[src/rtl/complex_mult_pkg.sv]
// Shared encodings for the complex-multiplier traffic generator: modes, FSM states,
// result width and the LFSR feedback polynomial.
package complex_mult_pkg;

    localparam logic [1:0] MODE_FIXED  = 2'd0;
    localparam logic [1:0] MODE_RANDOM = 2'd1;
    localparam logic [1:0] MODE_ONES   = 2'd2;
    localparam logic [1:0] MODE_MINNEG = 2'd3;

    localparam logic [31:0] LFSR_POLY = 32'h8020_0003;

    localparam int unsigned DEF_DATA_WIDTH = 8;
    localparam int unsigned RES_W          = 2 * DEF_DATA_WIDTH + 2;

    typedef enum logic [2:0] {
        StIdle,
        StLoad,
        StGap,
        StDrive,
        StWaitRes,
        StCheck,
        StDone
    } state_e;

    // Two full products plus one carry bit and one sign bit never overflow.
    function automatic int unsigned res_width(input int unsigned dw);
        return 2 * dw + 2;
    endfunction

endpackage

[src/rtl/complex_mult_lfsr.sv]
// 32-bit Galois LFSR: loads the seed on reset, shifts right by one on each advance request.
module complex_mult_lfsr
    import complex_mult_pkg::*;
#(
    parameter logic [31:0] SEED = 32'hACE1_F00D
) (
    input  logic        clk_i,
    input  logic        rst_i,
    input  logic        adv_i,
    output logic [31:0] state_o
);

    logic [31:0] state_q, state_d;

    always_comb begin
        state_d = state_q;
        if (adv_i) begin
            state_d = {1'b0, state_q[31:1]} ^ (state_q[0] ? LFSR_POLY : 32'h0);
        end
    end

    always_ff @(posedge clk_i) begin
        if (rst_i) begin
            state_q <= SEED;
        end else begin
            state_q <= state_d;
        end
    end

    assign state_o = state_q;

endmodule

[src/rtl/complex_mult_traffic_gen.sv]
// Stimulus generator and result checker for the complex multiplier: issues one operand
// transaction at a time, compares each returned product against a registered golden value.
module complex_mult_traffic_gen
    import complex_mult_pkg::*;
#(
    parameter int unsigned DATA_WIDTH     = 8,
    parameter int unsigned TXN_W          = 10,
    parameter int unsigned GAP_CYCLES     = 2,
    parameter int unsigned TIMEOUT_CYCLES = 255,
    parameter logic [31:0] LFSR_SEED      = 32'hACE1_F00D
) (
    input  logic                      clk_i,
    input  logic                      sw_rst_i,
    input  logic                      start_i,
    input  logic [1:0]                mode_i,
    input  logic [TXN_W-1:0]          txn_num_i,
    input  logic                      op_ready_i,
    output logic                      op_val_o,
    output logic [4*DATA_WIDTH-1:0]   op_data_o,
    input  logic                      res_val_i,
    output logic                      res_ready_o,
    input  logic [4*DATA_WIDTH+3:0]   res_data_i,
    output logic                      busy_o,
    output logic                      done_o,
    output logic                      timeout_o,
    output logic [TXN_W-1:0]          pass_cnt_o,
    output logic [TXN_W-1:0]          err_cnt_o
);

    localparam int unsigned ResW = res_width(DATA_WIDTH);
    localparam int unsigned GapW = (GAP_CYCLES > 1) ? $clog2(GAP_CYCLES) : 1;
    localparam int unsigned TmoW = $clog2(TIMEOUT_CYCLES + 1);

    state_e                   state_q, state_d;
    logic [1:0]               mode_q, mode_d;
    logic [TXN_W-1:0]         txn_num_q, txn_num_d;
    logic [TXN_W-1:0]         txn_cnt_q, txn_cnt_d;
    logic [TXN_W-1:0]         pass_q, pass_d;
    logic [TXN_W-1:0]         err_q, err_d;
    logic [GapW-1:0]          gap_q, gap_d;
    logic [TmoW-1:0]          tmo_q, tmo_d;
    logic                     timeout_q, timeout_d;
    logic [4*DATA_WIDTH-1:0]  op_q, op_d;
    logic signed [ResW-1:0]   exp_re_q, exp_re_d;
    logic signed [ResW-1:0]   exp_im_q, exp_im_d;
    logic [2*ResW-1:0]        res_q, res_d;

    logic                     lfsr_adv;
    logic [31:0]              lfsr_state;
    logic [4*DATA_WIDTH-1:0]  ops_new;
    logic signed [ResW-1:0]   a_x, b_x, c_x, d_x;

    complex_mult_lfsr #(
        .SEED (LFSR_SEED)
    ) u_lfsr (
        .clk_i   (clk_i),
        .rst_i   (sw_rst_i),
        .adv_i   (lfsr_adv),
        .state_o (lfsr_state)
    );

    always_comb begin
        unique case (mode_q)
            MODE_FIXED:  ops_new = {DATA_WIDTH'(2), DATA_WIDTH'(3), DATA_WIDTH'(4), DATA_WIDTH'(2)};
            MODE_RANDOM: ops_new = lfsr_state[4*DATA_WIDTH-1:0];
            MODE_ONES:   ops_new = '1;
            default:     ops_new = {4{{1'b1, {(DATA_WIDTH - 1){1'b0}}}}};
        endcase
    end

    // Operands are sign-extended before multiplying so products are exact at ResW.
    assign a_x = ResW'($signed(ops_new[4*DATA_WIDTH-1 -: DATA_WIDTH]));
    assign b_x = ResW'($signed(ops_new[3*DATA_WIDTH-1 -: DATA_WIDTH]));
    assign c_x = ResW'($signed(ops_new[2*DATA_WIDTH-1 -: DATA_WIDTH]));
    assign d_x = ResW'($signed(ops_new[DATA_WIDTH-1 -: DATA_WIDTH]));

    always_comb begin
        state_d   = state_q;
        mode_d    = mode_q;
        txn_num_d = txn_num_q;
        txn_cnt_d = txn_cnt_q;
        pass_d    = pass_q;
        err_d     = err_q;
        gap_d     = gap_q;
        timeout_d = timeout_q;
        op_d      = op_q;
        exp_re_d  = exp_re_q;
        exp_im_d  = exp_im_q;
        res_d     = res_q;
        lfsr_adv  = 1'b0;
        tmo_d     = '0;

        unique case (state_q)
            StIdle: begin
                if (start_i) begin
                    mode_d    = mode_i;
                    txn_num_d = txn_num_i;
                    txn_cnt_d = '0;
                    pass_d    = '0;
                    err_d     = '0;
                    timeout_d = 1'b0;
                    state_d   = (txn_num_i == '0) ? StDone : StLoad;
                end
            end
            StLoad: begin
                op_d     = ops_new;
                exp_re_d = a_x * c_x - b_x * d_x;
                exp_im_d = a_x * d_x + b_x * c_x;
                lfsr_adv = (mode_q == MODE_RANDOM);
                gap_d    = '0;
                state_d  = (GAP_CYCLES == 0) ? StDrive : StGap;
            end
            StGap: begin
                gap_d = gap_q + 1'b1;
                if (int'(gap_q) + 1 >= int'(GAP_CYCLES)) begin
                    state_d = StDrive;
                end
            end
            StDrive: begin
                if (op_ready_i) begin
                    state_d = StWaitRes;
                end else if (tmo_q == TmoW'(TIMEOUT_CYCLES - 1)) begin
                    timeout_d = 1'b1;
                    state_d   = StDone;
                end
            end
            StWaitRes: begin
                if (res_val_i) begin
                    res_d   = res_data_i;
                    state_d = StCheck;
                end else if (tmo_q == TmoW'(TIMEOUT_CYCLES - 1)) begin
                    timeout_d = 1'b1;
                    state_d   = StDone;
                end
            end
            StCheck: begin
                if (res_q == {exp_re_q, exp_im_q}) begin
                    if (pass_q != '1) pass_d = pass_q + 1'b1;
                end else if (err_q != '1) begin
                    err_d = err_q + 1'b1;
                end
                txn_cnt_d = txn_cnt_q + 1'b1;
                state_d   = (txn_cnt_d < txn_num_q) ? StLoad : StDone;
            end
            StDone: begin
                state_d = StIdle;
            end
            default: begin
                state_d = StIdle;
            end
        endcase

        // Handshake watchdog restarts whenever a waiting state is (re)entered.
        if ((state_q == StDrive || state_q == StWaitRes) && state_d == state_q) begin
            tmo_d = tmo_q + 1'b1;
        end
    end

    always_ff @(posedge clk_i) begin
        if (sw_rst_i) begin
            state_q   <= StIdle;
            mode_q    <= MODE_FIXED;
            txn_num_q <= '0;
            txn_cnt_q <= '0;
            pass_q    <= '0;
            err_q     <= '0;
            gap_q     <= '0;
            tmo_q     <= '0;
            timeout_q <= 1'b0;
            op_q      <= '0;
            exp_re_q  <= '0;
            exp_im_q  <= '0;
            res_q     <= '0;
        end else begin
            state_q   <= state_d;
            mode_q    <= mode_d;
            txn_num_q <= txn_num_d;
            txn_cnt_q <= txn_cnt_d;
            pass_q    <= pass_d;
            err_q     <= err_d;
            gap_q     <= gap_d;
            tmo_q     <= tmo_d;
            timeout_q <= timeout_d;
            op_q      <= op_d;
            exp_re_q  <= exp_re_d;
            exp_im_q  <= exp_im_d;
            res_q     <= res_d;
        end
    end

    assign op_val_o    = (state_q == StDrive);
    assign res_ready_o = (state_q == StWaitRes);
    assign busy_o      = (state_q != StIdle) && (state_q != StDone);
    assign done_o      = (state_q == StDone);
    assign timeout_o   = timeout_q;
    assign op_data_o   = op_q;
    assign pass_cnt_o  = pass_q;
    assign err_cnt_o   = err_q;

endmodule

[config.mk]
export PLATFORM = sky130hd
export DESIGN_NAME = complex_mult_traffic_gen
export DESIGN_NICKNAME = d
export VERILOG_FILES = /design/src/rtl/complex_mult_pkg.sv /design/src/rtl/complex_mult_lfsr.sv /design/src/rtl/complex_mult_traffic_gen.sv
export SDC_FILE = /design/constraint.sdc
export NUM_CORES = 1
export LEC_CHECK = 0
export BUFFER_PORTS_ARGS = -buffer_cell sky130_fd_sc_hd__buf_2
export CORE_MARGIN = 2
export CORE_UTILIZATION = 52
export CTS_BUF_LIST = sky130_fd_sc_hd__clkbuf_8
export CTS_CLUSTER_SIZE = 25
export DETAILED_ROUTE_END_ITERATION = 7
export GPL_TIMING_DRIVEN = 0
export PLACE_DENSITY = 0.7
export SLEW_MARGIN = 20
export SYNTH_ARGS = -nofsm -noshare
export SYNTH_HDL_FRONTEND = slang
export SYNTH_HIERARCHICAL = 1
export SYNTH_SLANG_ARGS = --single-unit
[constraint.sdc]
create_clock -name clk_i -period 19.1 [get_ports clk_i]
set_clock_uncertainty 0.2 [all_clocks]
set_input_delay 1.91 -clock clk_i [delete_from_list [all_inputs] [get_ports clk_i]]
set_output_delay 1.91 -clock clk_i [all_outputs]
set_load 0.05 [all_outputs]
# [After elaboration in Yosys (flattened, before gate mapping)]
# Cells that the tools add are included.
[word_totals] register_bits=191 in_bits=53 out_inout_bits=57 wordCells=93
[classes] add_sub_neg=8 multipliers=4 n_lt_le_gt_ge=2 eq_ne=21 muxes=25 bitwise_logic=2 n_reduce_logical=17
[ops] op="$pmux 32 s3" n=1
[ops] op="$mul 8x8->16" n=4
[ops] op="$pmux 10 s2" n=3
[ops] op="$mux 10" n=5
[ops] op="$eq 36x36->1" n=1
[ops] op="$mux 32" n=1
[ops] op="$xor 31x32->32" n=1
[ops] op="$add 10x1->10 const B" n=3
[ops] op="$mux 3" n=7
[ops] op="$ne 10x10->1 const B" n=2
[ops] op="$pmux 3 s6" n=1
[ops] op="$add 16x16->17" n=1
[ops] op="$sub 16x16->17" n=1
[ops] op="$ne 2x2->1 const B" n=7
[ops] op="$reduce_and 4->1" n=3
[ops] op="$logic_not 10->1" n=1
[ops] op="$lt 10x10->1" n=1
[ops] op="$eq 3x3->1 const B" n=3
[ops] op="$add 8x1->8 const B" n=1
[ops] op="$eq 8x8->1 const B" n=1
[ops] op="$eq 3x2->1 const B" n=2
[ops] op="$reduce_and 2->1" n=3
[ops] op="$reduce_bool 3->1" n=2
[ops] op="$mux 1" n=5
[ops] op="17 further kinds" n=19

# [Longest topological paths before layout]
# Gate-level depths: netlist (run 1).
[logic_depth] ltp_word=8 mapped_depth=27 mapped_depth_nobuf=24

# [Modules after synthesis]
# The synthesis (run 1) kept the hierarchy.
[modules_own_cells] mod="complex_mult_traffic_gen" instances=1 cells_each=2028 area_each_um2=17335.4 seq_area_each_um2=3143.0
[modules_own_cells] mod="complex_mult_lfsr" instances=1 cells_each=107 area_each_um2=1192.4 seq_area_each_um2=640.6

# [Worst setup path after synthesis (run 1)]
# No wires, ideal clock.
[synth_timing] path_type="reg-to-reg" start="register mode_q[0]" end="register exp_re_q[16]" setup_ns=0.130 arrival_time_ns=6.335 required_time_ns=18.770 setup_slack_ns=12.436 path_stages_with_launch=25 n_path_buf=4 synth_period_minus_slack_ns=6.664 cell_sequence="dfxtp_1 -> buf_2 -> nor2b_1 -> clkbuf_1 -> clkbuf_1 -> clkbuf_1 -> a21o_1 -> nand2_1 -> fa_1 -> fa_1 -> inv_1 -> fa_1 -> inv_1 -> fa_1 -> inv_1 -> fa_1 -> inv_1 -> fa_1 -> inv_1 -> ha_1 -> or4_1 -> or2_0 -> a31oi_1 -> xnor2_1 -> o31ai_2"
[synth_via] elab_chain_cells=4 word_cells_on_any_way=7 classes_between="1 x add/sub; 2 x mul; 2 x eq/ne; 1 x mux; 1 x reduce/logical"
[synth_lines] item="start: declaration" line="complex_mult_traffic_gen.sv:35" text="logic [1:0] mode_q, mode_d;"
[synth_lines] item="start signal: assignment" line="complex_mult_traffic_gen.sv:176" text="mode_q <= mode_d;"
[synth_lines] item="$eq 2x2->1, or another cell as far along" line="complex_mult_traffic_gen.sv:63" text="unique case (mode_q)"
[synth_lines] item="$pmux 32 s3 *" line="complex_mult_traffic_gen.sv:63"
[synth_lines] item="$mul 8x8->16" line="complex_mult_traffic_gen.sv:107" text="exp_re_d = a_x * c_x - b_x * d_x;"
[synth_lines] item="$sub 16x16->17 *" line="complex_mult_traffic_gen.sv:107"
[synth_lines] item="end signal: assignment" line="complex_mult_traffic_gen.sv:185" text="exp_re_q <= exp_re_d;"
[synth_lines] item="end: declaration" line="complex_mult_traffic_gen.sv:44" text="logic signed [ResW-1:0] exp_re_q, exp_re_d;"
# Every way passes the cells marked *; elsewhere a longest branch is shown, timed or not.
# A chain may end at the register's enable or synchronous reset.

# [Worst setup path after layout (run 1)]
[layout_timing] start="register mode_q[0]" end="register exp_im_q[16]"
[layout_via] elab_chain_cells=4 word_cells_on_any_way=7 classes_between="1 x add/sub; 2 x mul; 2 x eq/ne; 1 x mux; 1 x reduce/logical"
[layout_lines] item="$eq 2x2->1, or another cell as far along" line="complex_mult_traffic_gen.sv:63"
[layout_lines] item="$pmux 32 s3 *" line="complex_mult_traffic_gen.sv:63"
[layout_lines] item="$mul 8x8->16" line="complex_mult_traffic_gen.sv:108" text="exp_im_d = a_x * d_x + b_x * c_x;"
[layout_lines] item="$add 16x16->17 *" line="complex_mult_traffic_gen.sv:108"
[layout_lines] item="end signal: assignment" line="complex_mult_traffic_gen.sv:186" text="exp_im_q <= exp_im_d;"
[layout_lines] item="end: declaration" line="complex_mult_traffic_gen.sv:45" text="logic signed [ResW-1:0] exp_im_q, exp_im_d;"
# Marked as above.

==> results.py, run 1 <==
metrics = {
    "detailed_routing": {
        "drt_pre_antenna_iters": 5,
        "wire_per_inst_um": 19.4,
        "drtIter0Drc": 1062,
        "routed_wirelength_um": 53000,
        "drcViolationCount": 0,
        "drt-vias-per-instance": 5.53,
        "ant_nets": 0,
        "vias": 15100,
    },
    "sta": {
        "min_period_over_period_pct": 45.0,
        "tightest_slew_ns": 1.22,
        "finalSetupViolations": 0,
        "slew_headroom_pct": 18.4,
        "holdWs_ns": 0.267,
        "rsz0062_at_grt": "no",
        "hold_violations": 0,
        "fmax_mhz": 116,
        "setup_tns_ns": 0,
        "slew_viol_final": 0,
        "post-route-min-period_ns": 8.59,
    },
    "setup_path": {
        "start_kind": "flop",
        "reg2reg_to": "exp_im_q[16]",
        "cpPeakStageDelay_ns": 0.97,
        "path_delay_family": "adder cells",
        "worstSetupEndpointType": "flop",
        "cp.depth": 25,
        "crit_buf_inv": 8,
        "worstPathMaxFanout": 10,
        "cp_data_required_time_ns": 19.29,
        "crit_top_cell": "fa_1",
        "cp-startpoint": "mode_q[0]",
        "worstSetupPathType": "reg -> reg",
        "r2r_start": "mode_q[0]",
        "slowest_stage": "a21oi_1",
        "rr_worst_depth": 25,
        "cp_data_arrival_time_ns": 8.78,
        "regToRegSetupSlack_ns": 10.51,
        "crit_end": "exp_im_q[16]",
    },
    "power_and_ir_drop": {
        "powerDensity_mw_per_mm2": 164,
        "p_switching_mw": 1.71,
        "clkPwrFrac_pct": 8.1,
        "max-vdd-ir-drop_mv": 0.400,
        "total_power_mw": 3.30,
        "p_comb_share_pct": 78.3,
        "sequentialPowerShare_pct": 13.6,
        "switching_share_pct": 51.9,
        "p_leak_nw": 9.21,
        "internal_power_mw": 1.59,
    },
    "clocking": {
        "cts-resized-gates": 0,
        "clockBufferDepth": 2,
        "cts_buffers": 17,
        "cts.sinks": 189,
        "ctsHoldBuffers": 0,
        "cts.reportedPaths.clkPinSlew_ns": 0.13,
        "clk_latency_ns": 0.51,
        "cts_tree": "yes",
        "postCtsSetupRepairBufs": 0,
        "cts.htree.levels": 4,
        "cts-root-buf": "clkbuf_8",
    },
    "grt": {
        "grt_pass1_vias": 15400,
        "grt_pass1_wl_um": 84000,
        "grt-ovfl-total": 0,
        "grt_max_degree": 21,
        "antenna_found_initial": 0,
        "grt_usage_pct": 30.2,
    },
    "synth": {
        "synth_edf_count": 0,
        "synth-xor-area-share_pct": 4.68,
        "synth_top_flop_cell": "dfxtp_1",
        "synth_area_mm2": 0.0185,
        "synthMuxAreaShare_pct": 1.63,
        "ys_async_sr_fraction_pct": 0,
        "postSynthAreaPerCell_um2": 8.68,
        "synth.distinct_cells": 66,
        "ys_seq_area_share_pct": 20.4,
        "synth_fa_ha_area_share_pct": 38.6,
        "ys_ff_latch": 189,
        "syn_inst": 2135,
        "syn-num-nets": 2592,
        "synth_compound_area_share_pct": 10.3,
        "ys.warnings.count": 6,
        "synthSimpleGateAreaFrac_pct": 15.0,
        "synth_top_family_by_area": "adder cells",
    },
    "placement": {
        "dp_cells": 2704,
        "portBuffers": 108,
        "gp_congestion": 1.06,
        "placed_area_mm2": 0.0197,
        "dpl.hpwl_um": 43600,
    },
    "die": {
        "dieArea_mm2": 0.0372,
        "num_rows": 69,
        "design.core.area_mm2": 0.0353,
        "die_h_um": 193,
        "die_w_um": 193,
        "io_pins": 110,
        "initial_core_util_pct": 52.5,
    },
    "finish": {
        "diodes": 0,
        "final_cell_area_mm2": 0.0201,
        "mostFrequentLayoutCell": "inv_1",
        "final_cell_mix": "inv_1 (353), fa_1 (279), nand2_1 (264)",
        "nNetsFinal": 2719,
        "final_cells": 2736,
        "syn_to_final_growth_pct": 8.53,
        "layout-drive-gt1-share_pct": 7.91,
    },
    "job": {
        "drv_cap": 0,
    },
    "worst_hold_path": {
        "holdCritPathClass": "reg -> reg",
    },
    "run_status": {
        "status": "complete, no violations",
    },
}
power by group through the flow:
stage | Sequential, mW | Combinational [mW] | Clock [mW]
finish | 0.449 | 2.58 | 0.269
global route | 0.451 | 2.91 | 0.288
CTS | 0.449 | 2.61 | 0.274
detailed placement | 0.458 | 2.59 | 0
global placement | 0.457 | 2.55 | 0
floorplan | 0.478 | 1.86 | 0
area by class of cell:
cell class	instances	area [µm²]
fill	3299	15200
multi-input combinational	1498	13000
sequential	189	3780
inverter	354	1330
tap	461	577
timing repair buffer	108	541
buffer	94	424
clock buffer	17	234
clock inverter	15	174
cell usage after synthesis, drive strengths merged, types with 27 or more instances:
library cell / count / share of area, %
inv: 353 / 7.2
xnor2: 77 / 3.6
o21ai: 42 / 1.1
nand2: 264 / 5.3
fa: 279 / 30
dfxtp: 189 / 20
nor2: 262 / 5.3
clkbuf: 83 / 1.7
nand3: 27 / 0.73
a21oi: 143 / 3.9
ha: 125 / 8.4
mux2i: 29 / 1.6
a211oi: 38 / 1.6
registers in the layout (all words and copies together) (netlist names), 3 cells and up:
register and count:
op_data_o 32, res_q 36, txn_num_q 10, err_cnt_o 10
u_lfsr/state_o 32, tmo_q 8, state_q 3, pass_cnt_o 10
txn_cnt_q 10, exp_im_q 17, exp_re_q 17
stage by stage:
step,util (%),worst slack (ns)
finish,56.9,10.51
global route,56.9,10.44
CTS,56.9,10.72
detailed placement,55.8,10.74
global placement,55.6,10.95
floorplan,-,12.44
layer usage:
metal  vias to the layer above  wire length, µm  GRT usage, %
met5                         -                0             0
met4                         0             2490          13.9
met3                       125             3960          5.53
met2                       520            24800          49.0
met1                      7535            21700          39.2
li1                       6948                -             -
worst reg2reg max path, delay by kind of cell, from the launching register on:
| kind | cells | cell delay, ns |
|---|---|---|
| adder cells (fa/ha/maj) | 7 | 3.44 |
| flip-flops | 1 | 0.32 |
| AO/OA/AOI/OAI | 6 | 2.06 |
| XOR/XNOR | 1 | 0.22 |
| AND/OR/NAND/NOR | 3 | 0.67 |
| buffers and inverters | 8 | 1.55 |
kinds of logic after synthesis:
kind of cell | Yosys count
and+or+nand+nor | 653
buffers and inverters | 448
adders and majority gates | 404
AOI/OAI and AO/OA | 312
DFF | 189
xor gates and xnor gates | 99
muxes | 30
worst min path at each step:
stage	start	endpoint	slack [ns]	cells past startpoint
final	txn_num_q[4]	txn_num_q[4]	0.27	2
after global routing	txn_num_q[1]	txn_num_q[1]	0.28	2
after CTS	txn_num_q[2]	txn_num_q[2]	0.26	2
after detailed placement	txn_num_q[2]	txn_num_q[2]	0.25	2
after global placement	txn_num_q[4]	txn_num_q[4]	0.24	2
after floorplan	txn_num_q[0]	txn_num_q[0]	0.23	2
No activity file was read; power rests on OpenSTA's default activity.
==> run 2, diff against run 1 <==
Clock period 19.1 ns to 8.36 ns, I/O delays scaled along.
==> run 2 against run 1 <==
  * Critical path depth is the same
  * Utilization barely moved
  * First-iteration DRC count rose by 10%
  * Clock power is 130% higher
  * Clock-buffer cell count is the same
==> results.py, run 2 (synthesis results as in run 1) <==
metrics = {
    "setup_path": {
        "start_kind": "flop",
        "r2r_start": "mode_q[0]",
        "cp_data_required_time_ns": 8.55,
        "crit_end": "exp_im_q[16]",
        "worstSetupPathType": "reg -> reg",
        "slowest_stage": "clkbuf_1",
        "rr_worst_depth": 25,
        "cp_data_arrival_time_ns": 8.23,
        "regToRegSetupSlack_ns": 0.32,
        "cp.depth": 25,
        "path_delay_family": "adder cells",
        "cp-startpoint": "mode_q[0]",
        "reg2reg_to": "exp_im_q[16]",
        "crit_top_cell": "fa_1",
        "crit_buf_inv": 8,
        "worstSetupEndpointType": "flop",
        "worstPathMaxFanout": 10,
        "cpPeakStageDelay_ns": 0.69,
    },
    "grt": {
        "antenna_found_initial": 0,
        "grt_pass1_vias": 15400,
        "grt_max_degree": 21,
        "grt-ovfl-total": 0,
        "grt_usage_pct": 30.2,
        "grt_pass1_wl_um": 84000,
    },
    "detailed_routing": {
        "drt-vias-per-instance": 5.56,
        "drt_pre_antenna_iters": 5,
        "ant_nets": 0,
        "routed_wirelength_um": 53200,
        "wire_per_inst_um": 19.4,
        "drcViolationCount": 0,
        "vias": 15200,
        "drtIter0Drc": 1169,
    },
    "sta": {
        "tightest_slew_ns": 1.25,
        "finalSetupViolations": 0,
        "setup_ws_ns": 0.322,
        "min_period_over_period_pct": 96.2,
        "post-route-min-period_ns": 8.04,
        "fmax_mhz": 124,
        "setup_tns_ns": 0,
        "hold_violations": 0,
        "slew_viol_final": 0,
        "rsz0062_at_grt": "no",
        "slew_headroom_pct": 16.5,
    },
    "die": {
        "die_w_um": 193,
        "num_rows": 69,
        "io_pins": 110,
        "die_h_um": 193,
        "dieArea_mm2": 0.0372,
        "design.core.area_mm2": 0.0353,
        "initial_core_util_pct": 52.5,
    },
    "power_and_ir_drop": {
        "powerDensity_mw_per_mm2": 375,
        "max-vdd-ir-drop_mv": 0.914,
        "p_leak_nw": 9.22,
    },
    "clocking": {
        "clockBufferDepth": 2,
        "cts-root-buf": "clkbuf_8",
        "clk_latency_ns": 0.51,
        "cts_tree": "yes",
        "cts.sinks": 189,
        "cts.reportedPaths.clkPinSlew_ns": 0.12,
        "cts_buffers": 17,
        "cts.htree.levels": 4,
    },
    "finish": {
        "syn_to_final_growth_pct": 8.61,
        "multi_input_area_mm2": 0.0131,
        "diodes": 0,
        "final_cell_mix": "inv_1 (353), fa_1 (279), nand2_1 (264)",
        "top_register": "res_q",
        "seqCellArea_mm2": 0.00378,
        "layout-drive-gt1-share_pct": 8.13,
        "nNetsFinal": 2719,
        "mostFrequentLayoutCell": "inv_1",
        "largest_reg_flops": 36,
        "fillerInstances": 3296,
    },
    "run_status": {
        "status": "complete, no violations",
    },
    "job": {
        "drv_cap": 0,
    },
    "placement": {
        "place_ws_ns": 0.00275,
        "dpl.hpwl_um": 43600,
        "gp_congestion": 1.06,
        "portBuffers": 108,
    },
    "worst_hold_path": {
        "holdCritPathClass": "reg -> reg",
    },
}
[run 2: changes by cell type in the layout (fill, tap and decap cells not counted)]
| cell | change |
|---|---|
| clkbuf_1 | -1 |
| clkbuf_2 | +1 |
| a21boi_0 | -1 |
| nor2_1 | -1 |
| a21boi_1 | +1 |
| a21oi_2 | +3 |
| nor2_2 | +1 |
| a21oi_1 | -3 |
[run 2: final cells by class]
cell class	count	area share (%)
clock inverters	15	0.864
well taps	461	2.87
clock buffers	17	1.16
inverters	354	6.60
plain buffers	94	2.11
repair buffers	108	2.69
multi-input cells	1498	64.9
flip-flops and latches	189	18.8
[run 2: metal layers]
metal / GRT usage [%] / routed length, µm / vias up
li1: - / - / 6949
met3: 5.53 / 3760 / 128
met1: 39.2 / 22100 / 7608
met4: 13.9 / 2550 / 0
met2: 49.0 / 24800 / 522
met5: 0 / 0 / -
[run 2: per-stage QoR]
stage                     hold slack [ns]  cell area, µm²  total power, mW  cells  utilization, %
after global placement              0.244           19600             6.87   2704            55.6
after CTS                           0.265           20100             7.61   2736            56.9
after global routing                0.284           20100             8.35   2736            57.0
after floorplan                     0.233           18500             5.34   2135               -
after detailed placement            0.250           19700             6.97   2704            55.8
final                               0.266           20100             7.54   2736            57.0
[run 2: power by group]
part	internal [mW]	switching (mW)
clock	0.227	0.386
combinational	2.43	3.48
sequential	0.972	0.0548
[run 2: worst reg2reg max path, cell delays in order (launching register included)]
cell	delay, ns
dfxtp_1	0.32
buf_2	0.17
nor2b_1	0.15
clkbuf_1	0.17
clkbuf_2	0.28
a21oi_2	0.60
clkbuf_1	0.69
nor2_2	0.27
fa_1	0.57
inv_1	0.06
fa_1	0.49
inv_1	0.05
fa_1	0.55
inv_1	0.06
fa_1	0.47
inv_1	0.05
fa_1	0.49
fa_1	0.42
ha_1	0.42
a21oi_1	0.59
nand2_1	0.10
a21o_1	0.21
a21oi_1	0.14
a31oi_1	0.07
xnor2_1	0.22
a21oi_1	0.09
[run 2: repair_timing]
item                       in CTS  in global routing
gates cloned                    0                  0
hold buffers                    0                  0
hold endpoints to repair        0                  0
gates resized for setup         1                  6
setup endpoints to repair       1                  3
setup buffers                   0                  0
[run 2: how the worst min path moves through the flow]
stage | startpoint | endpoint | depth (start not counted)
2_1_floorplan | txn_num_q[0] | txn_num_q[0] | 2
3_3_place_gp | txn_num_q[4] | txn_num_q[4] | 2
3_5_place_dp | txn_num_q[2] | txn_num_q[2] | 2
4_1_cts | txn_num_q[2] | txn_num_q[2] | 2
5_1_grt | txn_num_q[1] | txn_num_q[1] | 2
6_report | txn_num_q[4] | txn_num_q[4] | 2
==> run 3, diff against run 2 <==
Settings changed: CORE_ASPECT_RATIO set to 1.2.
==> run 3 against run 2 <==
  * Sequential power is essentially flat
  * Non-clock buffer count shrank 1
  * Worst hold slack lost 0.0075 ns
  * Combinational power grew 3.9%
  * Sequential share of layout area is essentially flat
  * Utilization grew 0.43 points
  * Critical path depth shrank 1
==> results.py, run 3 (synthesis results as in run 1) <==
metrics = {
    "setup_path": {
        "reg2reg_to": "exp_re_q[16]",
        "cp_data_required_time_ns": 8.57,
        "worstSetupPathType": "reg -> reg",
        "worstPathMaxFanout": 10,
        "crit_end": "exp_re_q[16]",
        "start_kind": "flop",
        "r2r_start": "mode_q[0]",
        "regToRegSetupSlack_ns": 0.30,
        "cp_data_arrival_time_ns": 8.27,
        "worstSetupEndpointType": "flop",
        "rr_worst_depth": 24,
        "cp-startpoint": "mode_q[0]",
    },
    "grt": {
        "grt-ovfl-total": 0,
        "grt_pass1_vias": 15700,
        "use_met3_pct": 5.00,
        "grt_max_degree": 19,
        "grt_usage_pct": 29.4,
        "met1_usage_pct": 35.6,
        "busiest_layer": "met2",
        "use_met2_pct": 49.7,
        "grt_pass1_wl_um": 83000,
        "antenna_found_initial": 0,
    },
    "clocking": {
        "cts.htree.levels": 4,
        "cts-root-buf": "clkbuf_8",
        "clk_latency_ns": 0.54,
        "postCtsSetupRepairBufs": 0,
        "cts_buffers": 17,
        "clockBufferDepth": 2,
        "cts_tree": "yes",
        "cts.sinks": 189,
        "cts.reportedPaths.clkPinSlew_ns": 0.10,
    },
    "die": {
        "die_w_um": 176,
        "design.core.area_mm2": 0.0350,
        "die_h_um": 211,
        "initial_core_util_pct": 52.9,
        "dieArea_mm2": 0.0372,
        "io_pins": 110,
        "num_rows": 75,
    },
    "finish": {
        "final_cell_mix": "inv_1 (354), fa_1 (279), nand2_1 (264)",
        "mostFrequentLayoutCell": "inv_1",
        "layout-drive-gt1-share_pct": 7.92,
        "top_register": "res_q",
        "nNetsFinal": 2718,
        "diodes": 0,
        "largest_reg_flops": 36,
        "syn_to_final_growth_pct": 8.47,
    },
    "detailed_routing": {
        "drtIter0Drc": 1004,
        "vias": 15100,
        "ant_nets": 0,
        "routed_wirelength_um": 51300,
        "drcViolationCount": 0,
        "drt-vias-per-instance": 5.51,
        "drt_pre_antenna_iters": 7,
        "wire_per_inst_um": 18.7,
    },
    "power_and_ir_drop": {
        "max-vdd-ir-drop_mv": 0.610,
        "p_leak_nw": 9.23,
        "powerDensity_mw_per_mm2": 388,
    },
    "sta": {
        "finalSetupViolations": 0,
        "min_period_over_period_pct": 96.4,
        "setup_ws_ns": 0.301,
        "rsz0062_at_grt": "no",
        "slew_headroom_pct": 18.9,
        "slew_viol_final": 0,
        "setup_tns_ns": 0,
        "post-route-min-period_ns": 8.06,
        "fmax_mhz": 124,
        "hold_violations": 0,
        "tightest_slew_ns": 1.22,
    },
    "placement": {
        "place_ws_ns": 0.228,
        "portBuffers": 108,
        "gp_congestion": 1.05,
        "dpl.hpwl_um": 41900,
    },
    "worst_hold_path": {
        "holdCritPathClass": "reg -> reg",
        "worstHoldPathCells": 2,
    },
    "run_status": {
        "status": "complete, no violations",
    },
    "job": {
        "drv_cap": 0,
    },
}
==> run 3: final cells by class <==
cell class | count | area (µm²)
Fill cell | 3201 | 14900
Multi-Input combinational cell | 1498 | 13000
Sequential cell | 189 | 3780
Inverter | 354 | 1330
Tap cell | 462 | 578
Timing Repair Buffer | 108 | 541
Buffer | 93 | 423
Clock buffer | 18 | 248
Clock inverter | 14 | 151
==> run 3: power by group <==
part	switching (mW)	leakage, nW	total [mW]	internal (mW)
Sequential	0.0481	1.53	1.02	0.971
Combinational	3.72	7.49	6.14	2.42
Clock	0.374	0.206	0.630	0.256
==> run 3: through the flow <==
step / total power [mW] / std cells / cell area (µm²) / hold slack [ns] / utilization, %
finish: 7.79 / 2736 / 20100 / 0.259 / 57.4
global route: 8.56 / 2736 / 20100 / 0.286 / 57.4
CTS: 7.69 / 2737 / 20100 / 0.262 / 57.4
detailed placement: 7.03 / 2705 / 19700 / 0.249 / 56.2
global placement: 6.88 / 2705 / 19600 / 0.244 / 56.1
floorplan: 5.34 / 2135 / 18500 / 0.233 / -
==> run 3: timing repair <==
action / in CTS / in global routing
resized for setup: 0 / 8
hold endpoints to repair: 0 / 0
hold buffers: 0 / 0
endpoints found under the setup margin: 0 / 7
==> run 3: worst max-delay path, stage by stage, from the launching register on <==
cell and delay, ns:
dfxtp_1 0.32, buf_2 0.17, nor2b_1 0.14, clkbuf_1 0.15, clkbuf_2 0.24, a21oi_2 0.66
clkbuf_1 0.62, nor2_1 0.14, fa_1 0.55, inv_1 0.05, fa_1 0.48, fa_1 0.58
fa_1 0.46, fa_1 0.50, inv_1 0.05, fa_1 0.48, inv_1 0.04, ha_1 0.32
o21a_1 0.15, o21ai_1 0.10, o32ai_1 0.60, or2_0 0.19, a31oi_1 0.14, xnor2_1 0.50
o31ai_2 0.09
==> run 3: worst min path at each step <==
stage / from / endpoint / slack, ns
floorplan: txn_num_q[0] / txn_num_q[0] / 0.23
global placement: txn_num_q[9] / txn_num_q[9] / 0.24
detailed placement: txn_num_q[9] / txn_num_q[9] / 0.25
CTS: txn_num_q[9] / txn_num_q[9] / 0.26
global route: txn_num_q[5] / txn_num_q[5] / 0.29
finish: txn_num_q[9] / txn_num_q[9] / 0.26
==> run 3: metal layers <==
layer,part of all wire [%],wire length (µm)
met5,0,0
met1,39,19900
met4,5.8,2970
met2,48,24800
met3,7.0,3610
